==> config.mk <==
export PLATFORM = sky130hd
export DESIGN_NAME = spi_frame_master
export DESIGN_NICKNAME = d
export VERILOG_FILES = /design/src/rtl/midi_spi_pkg.sv /design/src/rtl/spi_sck_prescaler.sv /design/src/rtl/spi_frame_master.sv
export SDC_FILE = /design/constraint.sdc
export NUM_CORES = 1
export LEC_CHECK = 0
export BUFFER_PORTS_ARGS = -buffer_cell sky130_fd_sc_hd__buf_2
export CAP_MARGIN = 20
export CORE_UTILIZATION = 50
export DETAILED_ROUTE_END_ITERATION = 7
export PLACE_DENSITY = 0.73
export SLEW_MARGIN = 20
export SYNTH_ARGS = -nofsm -noshare
export SYNTH_HDL_FRONTEND = slang
export SYNTH_SLANG_ARGS = --single-unit
==> constraint.sdc <==
create_clock -name clk -period 6.1 [get_ports clk]
set_input_delay 0.61 -clock clk [delete_from_list [all_inputs] [get_ports clk]]
set_output_delay 0.61 -clock clk [all_outputs]
set_load 0.005 [all_outputs]
==> src/rtl/midi_spi_pkg.sv <==
// Shared types and defaults for the MIDI router's SPI frame master.
package midi_spi_pkg;
    localparam int FRAME_BITS_DEFAULT = 48;

    typedef enum logic [1:0] {IDLE, SHIFT, GAP} state_t;

    typedef logic [47:0] spi_word_t;
endpackage

==> src/rtl/spi_sck_prescaler.sv <==
// Divides clk into a mode-0 SCK: toggles every HALF_DIV cycles while enabled.
module spi_sck_prescaler #(
    parameter int HALF_DIV = 50
) (
    input  logic clk,
    input  logic nreset,
    input  logic en,
    output logic tick,
    output logic sck
);
    localparam int CW = $clog2(HALF_DIV);
    localparam logic [CW-1:0] LAST = CW'(HALF_DIV - 1);

    logic [CW-1:0] cnt;

    assign tick = en && (cnt == LAST);

    // Disabling parks SCK low so it idles correctly between frames.
    always_ff @(posedge clk or negedge nreset) begin
        if (!nreset) begin
            cnt <= '0;
            sck <= 1'b0;
        end else if (!en) begin
            cnt <= '0;
            sck <= 1'b0;
        end else if (cnt == LAST) begin
            cnt <= '0;
            sck <= ~sck;
        end else begin
            cnt <= cnt + 1'b1;
        end
    end
endmodule

==> src/rtl/spi_frame_master.sv <==
// SPI mode-0 master for the 48-bit shiftreg chain: one word per frame,
// MSB first, full-duplex capture, followed by an enforced idle gap.
module spi_frame_master
    import midi_spi_pkg::*;
#(
    parameter int HALF_DIV   = 50,
    parameter int FRAME_BITS = FRAME_BITS_DEFAULT,
    parameter int GAP_CYCLES = 100
) (
    input  logic                  clk,
    input  logic                  nreset,
    input  logic [FRAME_BITS-1:0] tx_data,
    input  logic                  tx_valid,
    output logic                  tx_ready,
    output logic [FRAME_BITS-1:0] rx_data,
    output logic                  rx_valid,
    output logic                  busy,
    output logic                  spi_sck,
    output logic                  spi_si,
    input  logic                  spi_so
);
    localparam int BW = $clog2(FRAME_BITS + 1);
    localparam int GW = (GAP_CYCLES > 1) ? $clog2(GAP_CYCLES) : 1;
    localparam logic [BW-1:0] BIT_LAST = BW'(FRAME_BITS);
    localparam logic [GW-1:0] GAP_LAST = GW'((GAP_CYCLES > 1) ? GAP_CYCLES - 2 : 0);

    state_t                state;
    logic [FRAME_BITS-2:0] tx_sr;   // bits still to send; current bit sits on spi_si
    logic [FRAME_BITS-1:0] rx_sr;
    logic [BW-1:0]         bit_cnt;
    logic [GW-1:0]         gap_cnt;
    logic                  tick;
    logic                  sck;

    spi_sck_prescaler #(.HALF_DIV(HALF_DIV)) u_presc (
        .clk    (clk),
        .nreset (nreset),
        .en     (state == SHIFT),
        .tick   (tick),
        .sck    (sck)
    );

    assign spi_sck = sck;

    // The gap is counted so that the next accept edge lands exactly GAP_CYCLES
    // after the last falling edge; GAP_CYCLES == 1 therefore returns straight to IDLE.
    always_ff @(posedge clk or negedge nreset) begin
        if (!nreset) begin
            state    <= IDLE;
            tx_ready <= 1'b1;
            busy     <= 1'b0;
            spi_si   <= 1'b0;
            rx_data  <= '0;
            rx_valid <= 1'b0;
            tx_sr    <= '0;
            rx_sr    <= '0;
            bit_cnt  <= '0;
            gap_cnt  <= '0;
        end else begin
            rx_valid <= 1'b0;
            case (state)
                IDLE: begin
                    if (tx_valid && tx_ready) begin
                        tx_sr    <= tx_data[FRAME_BITS-2:0];
                        spi_si   <= tx_data[FRAME_BITS-1];
                        rx_sr    <= '0;
                        bit_cnt  <= '0;
                        tx_ready <= 1'b0;
                        busy     <= 1'b1;
                        state    <= SHIFT;
                    end
                end
                SHIFT: begin
                    if (tick) begin
                        if (!sck) begin
                            rx_sr   <= {rx_sr[FRAME_BITS-2:0], spi_so};
                            bit_cnt <= bit_cnt + 1'b1;
                        end else if (bit_cnt == BIT_LAST) begin
                            rx_data  <= rx_sr;
                            rx_valid <= 1'b1;
                            spi_si   <= 1'b0;
                            gap_cnt  <= '0;
                            if (GAP_CYCLES > 1) begin
                                state <= GAP;
                            end else begin
                                state    <= IDLE;
                                busy     <= 1'b0;
                                tx_ready <= 1'b1;
                            end
                        end else begin
                            spi_si <= tx_sr[FRAME_BITS-2];
                            tx_sr  <= {tx_sr[FRAME_BITS-3:0], 1'b0};
                        end
                    end
                end
                GAP: begin
                    if (gap_cnt == GAP_LAST) begin
                        state    <= IDLE;
                        busy     <= 1'b0;
                        tx_ready <= 1'b1;
                    end else begin
                        gap_cnt <= gap_cnt + 1'b1;
                    end
                end
                default: state <= IDLE;
            endcase
        end
    end
endmodule
==> results of run 1 <==
## area by class of cell
class	instances	area, um2	area share, %
Inverter	8	30.0	0.357
Tap cell	180	225	2.68
Clock inverter	14	186	2.22
Multi-Input combinational cell	299	2740	32.6
Sequential cell	169	4230	50.4
Timing Repair Buffer	108	559	6.66
Clock buffer	18	429	5.11
## cells in the mapped netlist (all sizes together), types with 2 or more instances
cell    number
nor2b        2
ha           6
nand2b       3
mux2       142
a21oi        7
a22o        48
nand3        6
nand2       13
xor2         6
xnor2        3
nor2        16
or3          4
buf         18
and3         2
nor3         3
nand4        5
inv          8
dfrtp      168
nand4b       2
and3b        2
clkbuf      11
o21ai       15
## power groups by stage
stage               clock network (mW)  registers, mW  logic [mW]
finish                            1.11           1.37       0.352
global route                      1.19           1.39       0.391
CTS                               1.14           1.37       0.361
detailed placement                   0           1.39       0.357
global placement                     0           1.38       0.336
floorplan                            0           1.35       0.288
## path summary, 6_finish.rpt
check	cells after the start	endpoint
max	4	bit_cnt[0]
min	1	rx_data[9]
max reg2reg	4	bit_cnt[0]
min reg2reg	1	rx_data[38]
max in group asynchronous	2	tx_sr[8]
min in group clk	3	tx_sr[0]
## kinds of logic (layout without fill, tap and decap cells)
kind of cell / Yosys count / after routing
buf+inv: 37 / 148
simple gates: 67 / 67
flops: 169 / 169
xor+xnor: 9 / 9
compound gates: 75 / 75
fa+ha+maj: 6 / 6
mux: 142 / 142
## sequential cells by signal, indices dropped and copies added, names as in the netlist, 2 cells and up
register and cells:
bit_cnt 6, tx_sr 47, state 2, rx_data 48, rx_sr 48, u_presc.cnt 6
gap_cnt 7
## stage by stage
step / cell area [um2] / power, mW
floorplan: 7140 / 1.64
global placement: 7780 / 1.71
detailed placement: 7780 / 1.75
CTS: 8400 / 2.87
global route: 8400 / 2.97
finish: 8400 / 2.84
## layer usage
layer / share of wire, % / up-vias / routed length, um
met2: 48 / 86 / 6420
li1: - / 2035 / -
met3: 4.0 / 23 / 526
met4: 2.1 / 0 / 284
met5: 0 / - / 0
met1: 46 / 2225 / 6070
==> key figures, run 1 <==
Power
  • Clock power frac: approximately two fifths
  • Power share of the combinational group: 12.4%
  • Int Pwr: 2.16 mW
  • Switch Pwr: roughly 0.67 mW
  • Seq pwr share: about 48%
  • Pwr dens: 337 nW/um2
  • Maximum VDD drop: 181 uV
  • Switching share of power: 23.8%
  • Static Leak: 4.11 nW

Synthesis
  • Mapped Area: ~7100 um2
  • Synthesized-area fraction occupied by adder cells: 1.05%
  • Post-synthesis net count: 563
  • Synth Instances: approximately 510
  • Post-synth EDFFs: 0
  • Multiplexer area fraction after synthesis: 22.4%
  • Largest family of logic cells by synthesized area: multiplexers
  • Synth area leader: dfrtp_1
  • Synth Area in Compound Gates: 8.24%
  • Share of the synthesized area in the top cell type: 58.9%
  • Post-Synth Simple-Gate Area: 5.33%
  • Distinct cells, synth: 42
  • Post-synthesis async set-or-reset flop share: 100%
  • Sequential area share after synthesis: 59.3%
  • #FFs+latches synth: 169
  • Primary FF master, synth: dfrtp_1
  • Avg Cell Area, Syn: between 10 and 15 um2
  • Synth area leaders: dfrtp_1 (59%), mux2_2 (22%), a22o_1 (5.9%)
  • Yosys warning count: 0
  • XOR/XNOR Fraction of Synth Area: under 10%

Detailed routing
  • Vias: 4369
  • Routed WL: 13300 um
  • Post-DRT Antenna Nets: 0
  • Wire per inst: approximately 17 um
  • DR DRC count: 0
  • Drt pass-1 iters: 4
  • Drt initial violations: 227
  • Vias per cell: 5.49

CTS
  • Register clock-pin slew on the reported worst setup and hold paths: approximately 0.070 ns
  • Post CTS Setup Buffer Count: 0
  • Sink Count: ~170
  • Quantity of gates resized following cts: 0
  • Worst skew pair latency: 0.42 ns
  • CTS H-tree lvls: 4
  • CTS Hold Bufs: 0
  • CTS tree: done
  • Root Buffer: clkbuf_16
  • Clock Path Buffers: 2
  • CTS Buf Count: 17

Timing
  • Hold WS: 0.288 ns
  • Slew at the pin closest to its max-slew limit: 0.966 ns
  • RSZ-0062 raised after global routing: false
  • Post-layout min period: 2.65 ns
  • Fmax: 377 MHz
  • Setup tns final: 0 ns
  • Final period utilization: between 40% and 50%
  • Clock Skews: 0.00776 ns
  • Setup-failing EPs final: 0
  • Final hold vios: 0
  • Setup WS post-layout: 3.45 ns
  • Max Slew Vio Count: 0
  • Worst slew margin: 35.6%

Global route
  • M2 GR Usage: between 20% and 30%
  • Vias in the first global route: 4514
  • Antenna violations before repair: 0
  • Tot GR Track Use: 19.3%
  • First-pass GRT wire length: 22100 um
  • Largest net degree at the start of global routing: 116
  • Global route overflow: 0
  • Grt met1 use: 25.8%
  • GRT met3 Usage: around 4.7%
  • Grt peak-use layer: met2

Min path
  • Worst hold path class: input pin to asynchronous set/reset pin

Setup path
  • Crit-path cells: and3b_1, a41oi_4, or2_2, mux2_2
  • CP endpoint kind: flop
  • CP arrival: 3.01 ns
  • R2R setup slack: 3.45 ns
  • Crit path required time: 6.46 ns
  • Crit path from: state[0]
  • Largest stage delay, worst path: 0.89 ns
  • Slowest CP cell: dfrtp_4
  • CP Launch Type: flop
  • Reg2reg start: state[0]
  • Crit path max-delay family: simple AND/OR/NAND/NOR gates
  • Worst-path fanout max: slightly below 60
  • Worst Path Buf+Inv: 0
  • Critical path class: flop to flop

Floorplan
  • Core area: approximately 14000 um2
  • # IOs: 105
  • Floorplan die height: 121 um
  • Starting density of the core: 51.4%
  • DIE AREA: 14800 um2
  • Row Count: between 40 and 50
  • Chip width: 121 um

Finish
  • Most frequent cells in the layout: dfrtp_1 (167), mux2_2 (140), buf_2 (103), a22o_1 (48), clkbuf_16 (17)
  • Fin cells: 796
  • Final Util: 60.5%
  • Layout fillers: between 1000 and 1500
  • Share of layout cells above drive strength 1: 46.8%
  • Antenna cells: 0
  • Commonest non-fill, non-tap cell in the layout: dfrtp_1
  • Fin nets: 661
  • Area grow syn2layout: 17.7%

Placement
  • HPWL after DPL: between 8000 and 9000 um
  • Placer Congestion: 0.785
  • Placed cells: 764
  • IO Port Bufs: around 100
  • Place WS: approximately 3.2 ns

Outcome
  • Status: finished clean

Job
  • Maximum capacitance violations: 0
No activity file was read; power rests on OpenSTA's default activity.
==> run 2: changes to the inputs <==
- clock period: 6.1 -> 2.6 ns (I/O delays scaled with it)
==> run 2 against run 1 <==
Routed wire length is 1.1% lower. Largest cell class unchanged. Hold slack got worse by 0.24 ns. Global-route usage is 0.18 points lower. Clock skew is 0.0010 ns higher.
==> key figures, run 2 (synthesized netlist as in run 1, its figures left out) <==
Outcome
  • Status: finished clean

Power
  • Static Leak: 4.13 nW
  • Power share of the combinational group: ~13%
  • Int Pwr: 4.86 mW
  • Maximum VDD drop: roughly 460 uV
  • Switching share of power: 24.0%
  • Switch Pwr: approximately 1.5 mW
  • Seq pwr share: 49.8%
  • Pwr dens: 757 nW/um2
  • Clock power frac: 36.7%

Global route
  • Global route overflow: 0
  • Largest net degree at the start of global routing: 62
  • First-pass GRT wire length: 21800 um
  • Antenna violations before repair: 0
  • Vias in the first global route: approximately 4400
  • Tot GR Track Use: 19.1%

Placement
  • Placer Congestion: 0.846
  • HPWL after DPL: 8580 um
  • Placed Area: 7880 um2
  • IO Port Bufs: roughly 100

Setup path
  • Capturing point of the worst reg2reg path: rx_sr[2]
  • Worst-path fanout max: 28
  • R2R setup slack: 0.40 ns
  • Crit path from: u_presc.cnt[1]
  • Critical path class: flop to flop
  • Reg2reg start: u_presc.cnt[1]
  • Crit path required time: around 2.9 ns
  • CP Launch Type: flop
  • CP endpoint kind: flop
  • FF-to-FF path depth: 7
  • CP arrival: 2.51 ns

CTS
  • CTS Buf Count: 17
  • Register clock-pin slew on the reported worst setup and hold paths: 0.06 ns
  • CTS H-tree lvls: 4
  • CTS tree: done
  • Sink Count: 169
  • Root Buffer: clkbuf_16
  • Quantity of gates resized following cts: 0
  • Post CTS Setup Buffer Count: 0
  • Worst skew pair latency: 0.42 ns
  • CTS Hold Bufs: 1
  • Clock Path Buffers: 2

Floorplan
  • DIE AREA: about 15000 um2
  • Floorplan die height: around 120 um
  • Row Count: 43
  • # IOs: 105
  • Chip width: approximately 120 um
  • Core area: 13900 um2
  • Starting density of the core: 51.4%

Finish
  • Fin nets: 666
  • Area of all placed cells without fillers: 8440 um2
  • Antenna cells: 0
  • Most frequent cells in the layout: dfrtp_1 (167), mux2_2 (140), buf_2 (103), a22o_1 (48), clkbuf_16 (17)
  • Area grow syn2layout: 18.3%
  • Share of layout cells above drive strength 1: 47.0%
  • Final Util: just over 60%
  • Largest regs: rx_data x48, rx_sr x48, tx_sr x47
  • Commonest non-fill, non-tap cell in the layout: dfrtp_1

Job
  • Maximum capacitance violations: 0

Timing
  • Clock Skews: 0.00880 ns
  • Setup tns final: 0 ns
  • Setup-failing EPs final: 0
  • RSZ-0062 raised after global routing: false
  • Final hold vios: 0
  • Worst slew margin: 62.0%
  • Final period utilization: 84.8%
  • Post-layout min period: 2.20 ns
  • Slew at the pin closest to its max-slew limit: roughly 0.57 ns
  • Fmax: 454 MHz
  • Max Slew Vio Count: 0

Detailed routing
  • DR WL met3: around 600 um
  • Vias per cell: 5.49
  • Drt initial violations: 140
  • Top sig layer: met4
  • Vias: between 4000 and 5000
  • Routed length on met2: around 6400 um
  • Routed WL: 13200 um
  • Met1 WL: 5980 um
  • Post-DRT Antenna Nets: 0
  • Drt pass-1 iters: 4
  • Wire per inst: 16.4 um
  • DR DRC count: 0

Min path
  • Hold path startpoint: tx_data[0]
  • Hold path depth: 3
  • Hold path endpoint: tx_sr[0]
  • Worst hold path class: input pin to flop
-- run 2: cell count changes in the layout (fill, tap and decap cells not counted), moves of 2 or more --
cell       previous run  this run
bufinv_16             3         1
clkinv_2              0         3
clkinv_4              1         5
inv_8                 2         0
buf_12                0         5
inv_6                 4         1
-- run 2: area by class of cell --
class                   instances  area [um2]
clock buffers                  18         429
clock inverters                14         128
fillers                      1087        5440
inverters                       8        30.0
multi-input cells             299        2740
flip-flops and latches        169        4230
well taps                     180         225
repair buffers                113         659
-- run 2: how the worst max path moves through the flow --
stage	endpoint	slack [ns]	cells after the start
floorplan	tx_sr[1]	0.67	8
global placement	rx_sr[10]	0.48	7
detailed placement	rx_sr[32]	0.39	7
CTS	rx_sr[42]	0.38	7
global route	rx_sr[38]	0.26	7
finish	rx_sr[2]	0.40	7
-- run 2: routing by layer --
layer	vias to the layer above	global-route usage, %
met1	2247	25.2
met4	0	8.10
met3	16	5.03
li1	2054	-
met5	-	0
met2	78	29.7
-- run 2: power by group through the flow --
stage               registers [mW]  clock network, mW  logic [mW]
global route                  3.23               2.51       0.952
CTS                           3.19               2.41       0.875
detailed placement            3.24                  0       0.863
floorplan                     3.16                  0       0.675
finish                        3.19               2.35       0.860
global placement              3.20                  0       0.817
-- run 2: metrics by stage --
step / power (mW) / std cells / setup WS (ns) / hold WS (ns)
after CTS: 6.47 / 801 / 0.379 / 0.0368
final: 6.39 / 801 / 0.395 / 0.0496
after detailed placement: 4.10 / 768 / 0.390 / 0.263
after global placement: 4.02 / 768 / 0.481 / 0.263
after global routing: 6.70 / 801 / 0.262 / 0.0595
after floorplan: 3.84 / 505 / 0.666 / -0.0356
-- run 2: critical path, cell delays in order (launching register included) --
cell,delay (ns)
dfrtp_1,0.40
inv_1,0.06
ha_1,0.13
nor3b_4,0.30
a41oi_4,0.22
or2_2,0.53
buf_12,0.25
a22o_1,0.19
==> run 3: changes to the inputs <==
- PLACE_DENSITY: 0.73 -> 0.76
- clock period: 2.6 -> 1.86 ns (I/O delays scaled with it)
==> run 3 against run 2 <==
Routed wire length is 5.9% higher. Critical path depth rose by 1. Setup slack got worse by 0.38 ns. Core utilization grew 2.7 points. Largest cell class unchanged. Largest power group unchanged. Final cell count grew 3.2%.
==> key figures, run 3 (synthesized netlist as in run 1, its figures left out) <==
Power
  • Clock power frac: 40.3%
  • Static Leak: approximately 4.4 nW
  • Power share of the combinational group: 13.7%
  • Maximum VDD drop: 541 uV
  • Switching share of power: 21.7%
  • Seq pwr share: a little under half
  • Pwr dens: 1090 nW/um2
  • Switch Pwr: 2.09 mW
  • Int Pwr: 7.54 mW

Setup path
  • Crit path max-delay family: flip-flops
  • Critical path destination: tx_sr[19]
  • Slowest CP cell: dfrtp_1
  • Crit path from: u_presc.cnt[1]
  • Worst-path fanout max: 19
  • Capturing point of the worst reg2reg path: tx_sr[19]
  • CP endpoint kind: flop
  • R2R setup slack: 0.02 ns
  • Crit path required time: between 2 and 2.5 ns
  • Levels on crit path: 8
  • FF-to-FF path depth: 8
  • Largest stage delay, worst path: 0.38 ns
  • Reg2reg start: u_presc.cnt[1]
  • Worst Path Buf+Inv: 3
  • Crit-path cells: inv_1, ha_1, nor3b_4, o211ai_1, a21oi_4, buf_4, buf_12, mux2_2
  • CP Launch Type: flop
  • CP arrival: ~2.1 ns
  • Critical path class: flop to flop

Timing
  • Slew at the pin closest to its max-slew limit: ~0.40 ns
  • Final hold vios: 0
  • RSZ-0062 raised after global routing: true
  • Hold WS: ~0.095 ns
  • Clock Skews: 0.00857 ns
  • Setup WS post-layout: 0.0172 ns
  • Final period utilization: 99.1%
  • Worst slew margin: 73.1%
  • Post-layout min period: 1.84 ns
  • Max Slew Vio Count: 0
  • Setup-failing EPs final: 0
  • Fmax: about 540 MHz

Outcome
  • Status: finished clean

Floorplan
  • Row Count: 43
  • # IOs: 105
  • Starting density of the core: approximately half
  • DIE AREA: approximately 15000 um2
  • Floorplan die height: about 120 um
  • Chip width: between 100 and 150 um
  • Core area: 13900 um2

Detailed routing
  • Routed WL: around 14000 um
  • Drt pass-1 iters: 4
  • Top sig layer: met4
  • Routed length on met2: 6990 um
  • Vias: 4482
  • DR DRC count: 0
  • Post-DRT Antenna Nets: 0
  • Vias per cell: 5.42
  • Wire per inst: 16.8 um
  • Drt initial violations: 206
  • DR WL met3: about 570 um
  • Met1 WL: 6180 um

CTS
  • Root Buffer: clkbuf_16
  • Worst skew pair latency: 0.42 ns
  • CTS Buf Count: 17
  • CTS H-tree lvls: 4
  • Clock Path Buffers: 2
  • CTS tree: done
  • Sink Count: 169
  • Register clock-pin slew on the reported worst setup and hold paths: 0.06 ns

Placement
  • IO Port Bufs: between 100 and 150
  • HPWL after DPL: 8950 um
  • Placed cells: about 790
  • Place WS: -0.135 ns
  • Placer Congestion: 0.819

Finish
  • Share of layout cells above drive strength 1: between 40% and 50%
  • Multi-input logic area: 2740 um2
  • Fin nets: about 690
  • Layout fillers: approximately 1000
  • Seq. cell area: 4230 um2
  • Antenna cells: 0
  • Most frequent cells in the layout: dfrtp_1 (167), mux2_2 (140), buf_2 (103), a22o_1 (48), buf_4 (23)
  • Fin cells: approximately 830
  • Commonest non-fill, non-tap cell in the layout: dfrtp_1
  • Area grow syn2layout: 23.6%
  • Largest regs: rx_data x48, rx_sr x48, tx_sr x47

Global route
  • Antenna violations before repair: 0
  • Tot GR Track Use: 20.1%
  • Largest net degree at the start of global routing: 62
  • Vias in the first global route: 4645
  • First-pass GRT wire length: 22800 um
  • Global route overflow: 0

Job
  • Maximum capacitance violations: 0

Min path
  • Hold path startpoint: tx_valid
  • Worst hold path class: input pin to flop
run 3: cell types whose count changed in the layout (fill, tap and decap cells not counted), sizes merged:
cell         delta
clkinv          -5
dlygate4sd3     +2
bufinv          +4
clkbuf          +7
clkinvlp        -4
buf            +23
inv             -1
run 3: worst min-delay path by stage:
stage | end | slack [ns] | cells past startpoint
global placement | tx_sr[42] | 0.07 | 1
detailed placement | tx_sr[42] | 0.08 | 1
CTS | tx_ready | 0.09 | 4
finish | tx_ready | 0.1 | 4
global route | tx_sr[38] | 0.11 | 3
floorplan | bit_cnt[0] | -0.11 | 0
run 3: cell type report:
type	count	area share (%)
inverters	8	0.340
well taps	180	2.55
clock buffers	23	5.53
repair buffers	140	10.6
multi-input cells	299	31.1
flip-flops and latches	169	48.0
clock inverters	8	1.87
run 3: what timing repair did:
action / in CTS / in global routing
hold buffers: 3 / 0
endpoints found under the hold margin: 88 / 0
endpoints found under the setup margin: 93 / 136
pin swaps: 0 / 1
gates resized for setup: 1 / 1
setup buffers: 1 / 4
cloned: 0 / 3
run 3: per-layer routing:
layer | up-vias | GRT usage, %
li1 | 2093 | -
met1 | 2296 | 25.6
met2 | 75 | 32.6
met3 | 18 | 5.64
met4 | 0 | 7.33
met5 | - | 0
run 3: power groups by stage:
| stage | Combinational (mW) | Sequential [mW] | Clock (mW) |
|---|---|---|---|
| after floorplan | 0.944 | 4.42 | 0 |
| after global placement | 1.23 | 4.46 | 0 |
| after detailed placement | 1.30 | 4.51 | 0 |
| after CTS | 1.33 | 4.44 | 3.93 |
| after global routing | 1.46 | 4.50 | 4.07 |
| final | 1.32 | 4.44 | 3.88 |
run 3: worst register-to-register path, cell delays in order, from the launching register on:
cell and delay (ns):
dfrtp_1 0.38, inv_1 0.06, ha_1 0.13, nor3b_4 0.19, o211ai_1 0.16, a21oi_4 0.16, buf_4 0.14, buf_12 0.15
mux2_2 0.35
run 3: metrics by stage:
stage,util [%],TNS (ns),instance area (um2),power (mW)
global route,63.5,-3.37,8820,10.0
floorplan,-,-0.589,7150,5.37
detailed placement,57.8,-6.10,8030,5.81
CTS,62.8,0,8720,9.71
global placement,57.8,-3.24,8030,5.70
finish,63.5,0,8820,9.63
